<file path="src/rtl/bp_update_sched.sv">
// bp_update_sched: two-port round-robin scheduler applying resolved branch outcomes to a 1-bit predictor table.
// Optional BP_UPDATE_SCHED_STATS_EN adds a saturating 8-bit mispredict counter (tied to 0 otherwise).
`default_nettype none

module bp_update_sched #(
  parameter int IDX_W = 3
) (
  input  logic             clk,
  input  logic             rst,
  input  logic             req0_valid,
  input  logic [IDX_W-1:0] req0_index,
  input  logic             req0_taken,
  output logic             req0_ready,
  input  logic             req1_valid,
  input  logic [IDX_W-1:0] req1_index,
  input  logic             req1_taken,
  output logic             req1_ready,
  input  logic [IDX_W-1:0] pred_index,
  output logic             pred_taken,
  output logic             upd_done,
  output logic             upd_mispredict,
  output logic [7:0]       mispredict_count
);

  localparam int DEPTH = 1 << IDX_W;

  typedef enum logic [1:0] {
    IDLE  = 2'd0,
    CHECK = 2'd1,
    WRITE = 2'd2
  } state_t;

  state_t           state;
  logic [DEPTH-1:0] pht;
  logic             prio;       // 0: port 0 holds priority, 1: port 1
  logic [IDX_W-1:0] cap_index;
  logic             cap_taken;

  logic grant0;
  logic grant1;
  logic mismatch;

  // A lone requester wins regardless of priority; contention resolved by prio.
  assign grant0   = req0_valid && (!req1_valid || !prio);
  assign grant1   = req1_valid && (!req0_valid ||  prio);
  assign mismatch = pht[cap_index] != cap_taken;

  // rst gates the handshake and completion so an in-flight update vanishes without a trace.
  assign req0_ready     = !rst && (state == IDLE) && grant0;
  assign req1_ready     = !rst && (state == IDLE) && grant1;
  assign upd_done       = !rst && (((state == CHECK) && !mismatch) || (state == WRITE));
  assign upd_mispredict = !rst && (state == WRITE);
  assign pred_taken     = pht[pred_index];

  always_ff @(posedge clk) begin
    if (rst) begin
      state     <= IDLE;
      pht       <= '1;
      prio      <= 1'b0;
      cap_index <= '0;
      cap_taken <= 1'b0;
    end else begin
      case (state)
        IDLE: begin
          if (grant0) begin
            cap_index <= req0_index;
            cap_taken <= req0_taken;
            prio      <= 1'b1;
            state     <= CHECK;
          end else if (grant1) begin
            cap_index <= req1_index;
            cap_taken <= req1_taken;
            prio      <= 1'b0;
            state     <= CHECK;
          end
        end
        CHECK: begin
          state <= mismatch ? WRITE : IDLE;
        end
        WRITE: begin
          pht[cap_index] <= ~pht[cap_index];
          state          <= IDLE;
        end
        default: state <= IDLE;
      endcase
    end
  end

`ifdef BP_UPDATE_SCHED_STATS_EN
  logic [7:0] count_q;

  always_ff @(posedge clk) begin
    if (rst) begin
      count_q <= 8'd0;
    end else if ((state == WRITE) && (count_q != 8'hFF)) begin
      count_q <= count_q + 8'd1;
    end
  end

  assign mispredict_count = count_q;
`else
  assign mispredict_count = 8'd0;
`endif

endmodule

`default_nettype wire

</file>
<file path="config.mk">
export PLATFORM = sky130hd
export DESIGN_NAME = bp_update_sched
export DESIGN_NICKNAME = d
export VERILOG_FILES = /design/src/rtl/bp_update_sched.sv
export SDC_FILE = /design/constraint.sdc
export NUM_CORES = 1
export LEC_CHECK = 0
export ABC_CLOCK_PERIOD_IN_PS = 4400
export CAP_MARGIN = 20
export CORE_MARGIN = 2
export CORE_UTILIZATION = 25
export DETAILED_ROUTE_END_ITERATION = 10
export PLACE_DENSITY = 0.52
export REMOVE_ABC_BUFFERS = 1
export SLEW_MARGIN = 30
export SYNTH_ARGS = -nofsm -noshare
export SYNTH_HDL_FRONTEND = slang
export SYNTH_SLANG_ARGS = --single-unit
export TNS_END_PERCENT = 50
</file>
<file path="constraint.sdc">
create_clock -name clk -period 4.4 [get_ports clk]
set_clock_uncertainty 0.1 [all_clocks]
set_input_delay 0.88 -clock clk [delete_from_list [all_inputs] [get_ports clk]]
set_output_delay 0.88 -clock clk [all_outputs]
set_load 0.03 [all_outputs]
</file>
==> reports/qor.yml, run 1 <==
outcome: "complete, no violations"
synth_cell_type_count: 31
drive_above_1_share: 0.0982
cp_max_fo: 2
critPathRequiredTime_ps: 3420
yosysWarnings: 0
die_h_um: 64.7
final_area_um2: 1170
cap_violations: 0
cts_hold_buf: 0
viasPerCell: 4.59
ys_seq_elements: 15
portBuffers: 19
grt_pass1_vias: 724
clockBufferDepth: 2
worst_pin_slew_ps: 778
root_buffer: "clkbuf_8"
grt_overflow: 0
synth_top_family_by_area: "multiplexers"
p_leak_nw: 0.429
dpl.hpwl_mm: 1.47
rsz0062_at_grt: "false"
area_growth_pct: 27.4
dr.first_iter.drc_count: 30
synth_top_cell_area_share: 0.326
gp_congestion: 0.714
core_um2: 3610
synth_edf_count: 0
placed_area_um2: 1130
period_needed_ps: 3750
syn_avg_cell_area_um2: 9.92
cpPeakStageDelay_ps: 590
setup_viol: 0
synth_area_um2: 922
ant_nets: 0
power_density_nw_per_um2: 299
cts.sink_count: 15
num_io_pins: 28
hold_path.class: "register to register"
dieArea_um2: 4190
yosys.area_share.simple: 0.204
firstDrtPassIters: 4
start_util: 0.256
ys_top_cells_by_area: "dfxtp_1, mux2i_1, buf_4, mux4_1, mux4_2"
max_slew_margin: 0.477
slowest_stage: "clkdlybuf4s50_1"
startpoint_type: "input port"
crit_top_cell: "clkdlybuf4s50_1"
yosysSeqAreaShare: 0.326
fin_crit_sh: 0.852
end_kind: "output pin"
cts-htree-levels: 1
synth_compound_area_frac: 0.118
cp.buffers_inverters: 2
synth_xor_area_frac: 0.00950
via_count: 735
wl_per_cell_um: 11.7
synth_mux_area_frac: 0.240
antenna_found_initial: 0
path_class: "input port to output pin"
setup_tns_ps: 0
fin_nets: 128
max_freq_mhz: 267
synth-adder-area-share: 0
drc: 0
die_x_um: 64.7
cts_resized: 0
grt_pass1_wl_mm: 3.19
vdd_drop_max_mv: 0.115
layout_setup_ws_ps: 651
grt_max_degree: 13
grt_use_total: 0.0969
syn_inst: 93
pre_cts_ws_ps: 631
final_hold_viol_count: 0
path_delay_family: "buffers and inverters"
finalWirelength_mm: 1.88
crit_arrival_ps: 2770
cts_tree: "built"
rows: 22
synth-async-reset-ratio: 0
maxSlewViolCount: 0
antenna_cells: 0
clkTransAtPathRegs_ps: 60
synth_commonest_cells: "dfxtp_1, mux2i_1, buf_4"
insertion_delay_ps: 250
yosysMostFrequentCell: "dfxtp_1"
cts_made_buffers: 3
crit_chain: "clkdlybuf4s50_1, mux4_2, mux2_2, clkdlybuf4s50_1"
yosysTopAreaCell: "dfxtp_1"
post-cts-setup-buffers: 0
ys.flop_type: "dfxtp_1"
==> cell families (layout without fill, tap and decap cells) <==
logic type,count (synthesis),in the layout
buffers and inverters,14,26
and+or+nand+nor,33,33
DFF,15,15
xor gates and xnor gates,1,1
muxes,15,15
other,1,8
AOI/OAI and AO/OA,14,14
==> cell type report <==
cell class,count,area (µm²)
Sequential cell,15,300
Tap cell,48,60.1
Clock inverter,1,7.51
Clock buffer,3,41.3
Fill cell,389,2430
Inverter,1,3.75
Timing Repair Buffer,21,205
Multi-Input combinational cell,71,557
==> metal layers <==
metal / global-route usage / wire, µm / up-vias
met5: 0 / 0 / -
met4: 0.0239 / 13 / 0
met3: 0.0313 / 102 / 2
met2: 0.162 / 886 / 23
met1: 0.120 / 877 / 351
li1: - / - / 359
==> metrics by stage <==
step | cells | utilization | hold slack (ps) | total power, mW
final | 160 | 0.326 | 411 | 0.351
after global routing | 160 | 0.326 | 461 | 0.370
after CTS | 160 | 0.326 | 416 | 0.356
after detailed placement | 156 | 0.312 | 398 | 0.238
after global placement | 156 | 0.312 | 398 | 0.237
after floorplan | 87 | - | 354 | 0.207
==> state kept, by name, indices dropped and copies added (netlist names) <==
| signal | flops |
|---|---|
| cap_index | 3 |
| cap_taken | 1 |
| pht | 8 |
| prio | 1 |
| state | 2 |
==> power by group <==
part	internal, mW	total (mW)	switching [mW]
registers	0.145	0.160	0.0149
clock network	0.0636	0.116	0.0523
logic	0.0379	0.0753	0.0374
total	0.246	0.351	0.105
==> worst paths after layout <==
check / from / to / slack (ps) / cells after the start
hold reg to reg: pht[7] / pht[7] / 410 / 2
setup / recovery: pred_index[0] / pred_taken / 650 / 4
setup reg to reg: cap_index[0] / state[1] / 2510 / 4
hold / removal: pht[7] / pht[7] / 410 / 2
==> placed cells by master (no fill, tap or decap), drive strengths merged, types with 2 or more instances in the layout <==
cell and n:
a211oi 2, a21boi 4, a22oi 2, a311o 3
buf 2, clkbuf 3, clkdlybuf4s50 19, conb 8
dfxtp 15, mux2i 10, mux4 4, nand2 2
nand2b 7, nand3b 2, nor2 6, nor2b 2
nor3 6, nor3b 4, o21ai 2
==> tightest hold or removal path, delay by kind of cell (launching register included) <==
family / cells / cell delay [ps]
DFF: 1 / 320
AOI/OAI and AO/OA: 1 / 70
and+or+nand+nor: 1 / 70
Note: power is estimated with default switching activity, not from simulation.
==> run 2: changes to the inputs <==
--- a/config.mk
+++ b/config.mk
@@ -5,8 +5,10 @@
 export SDC_FILE = /design/constraint.sdc
 export NUM_CORES = 1
 export LEC_CHECK = 0
+export ABC_AREA = 1
 export ABC_CLOCK_PERIOD_IN_PS = 4400
 export CAP_MARGIN = 20
+export CORE_ASPECT_RATIO = 0.5
 export CORE_MARGIN = 2
 export CORE_UTILIZATION = 25
 export DETAILED_ROUTE_END_ITERATION = 10
==> reports/qor.yml, run 2 <==
p_total_mw: 0.378
cts_tree: "built"
max_freq_mhz: 274
top_register: "pht"
area_growth_pct: 28.2
final_hold_viol_count: 0
hold_path.class: "register to register"
post-cts-setup-buffers: 0
setup_tns_ps: 0
setup_viol: 0
cts.sink_count: 15
yosysSeqAreaShare: 0.315
pre_cts_ws_ps: 765
rows: 15
fin_crit_sh: 0.829
wl_per_cell_um: 10.1
finalWirelength_mm: 2.17
dieArea_um2: 4350
max_slew_margin: 0.650
synth-async-reset-ratio: 0
critPathRequiredTime_ps: 3420
path_class: "input port to output pin"
grt_max_degree: 15
clockBufferDepth: 2
rr_startpoint: "cap_index[0]"
period_needed_ps: 3650
yosysWarnings: 0
synth_commonest_cells: "inv_1, nand2_1, nor2_1"
num_io_pins: 28
largest_reg_flops: 8
placed_cells: 212
cts-htree-levels: 1
fin_nets: 181
p_leak_nw: 0.563
reg2reg_slack_ps: 3030
synth_edf_count: 0
cts_hold_buf: 0
layout_common_cells: "nand2_1, inv_1, clkdlybuf4s50_1"
end_kind: "output pin"
antenna_found_initial: 0
stdcell_count: 216
post-route-util: 0.345
maxSlewViolCount: 0
dpl.hpwl_mm: 1.70
fillerInstances: 385
gp_congestion: 0.846
cap_violations: 0
yosysTopAreaCell: "dfxtp_1"
grt_overflow: 0
rsz0062_at_grt: "false"
outcome: "complete, no violations"
r2r_cells: 8
final_area_um2: 1220
cts_made_buffers: 3
layout_setup_ws_ps: 752
placed_area_um2: 1180
synth_top_cell_area_share: 0.315
core_um2: 3550
die_h_um: 47.7
viasPerCell: 4.08
portBuffers: 19
drc: 0
grt_use_total: 0.106
dr.first_iter.drc_count: 27
power_density_nw_per_um2: 309
largestRegisters: "pht x8, cap_index x3, state x2"
insertion_delay_ps: 240
start_util: 0.269
synth_cell_type_count: 22
root_buffer: "clkbuf_8"
cts_resized: 0
antenna_cells: 0
synth_area_um2: 953
syn_avg_cell_area_um2: 6.67
vdd_drop_max_mv: 0.118
ant_nets: 0
ys.flop_type: "dfxtp_1"
ys_top_cells_by_area: "dfxtp_1, inv_1, nand2_1, nand3_1, o21ai_0"
hold_path.startpoint: "pht[5]"
drive_above_1_share: 0.0970
cp_max_fo: 6
via_count: 882
clkTransAtPathRegs_ps: 60
worst_pin_slew_ps: 522
syn_inst: 143
startpoint: "req0_valid"
ys_seq_elements: 15
crit_arrival_ps: 2670
grt_pass1_wl_mm: 3.48
whs_path_depth: 2
die_x_um: 91.3
firstDrtPassIters: 4
startpoint_type: "input port"
hold_ws_ps: 400
grt_pass1_vias: 737
## run 2: report_power, final
group	switching [mW]	leakage [nW]	internal, mW
logic	0.0711	0.417	0.0420
clock network	0.0462	0.0228	0.0640
registers	0.00973	0.123	0.145
## run 2: kinds of logic (layout without fill, tap and decap cells)
kind of cell	after synthesis	after routing	synth area share
other cells	1	8	0.00393
simple gates	64	64	0.332
flops	15	15	0.315
compound gates	29	29	0.184
buf+inv	34	49	0.165
## run 2: path summary, 6_finish.rpt
path | end
worst min register to register | pht[5]
worst min-delay path | pht[5]
worst max-delay path | req0_ready
worst max register to register | state[1]
## run 2: routing by layer
metal  track usage  share of wire
met2         0.156           0.36
met4        0.0364              0
met1         0.149           0.59
met5             0              0
met3        0.0346          0.051
## run 2: layout make-up
cell class,count,area [µm²],area share
repair buffers,20,198,0.162
flip-flops and latches,15,300,0.246
well taps,51,63.8,0.0522
clock buffers,4,45.0,0.0368
inverters,25,93.8,0.0768
multi-input cells,101,522,0.427
## run 2: worst max-delay path, cell delays in order
cell	delay, ps
clkdlybuf4s50_1	470
inv_1	50
a21oi_1	290
inv_1	180
nor2_1	120
clkdlybuf4s50_1	680
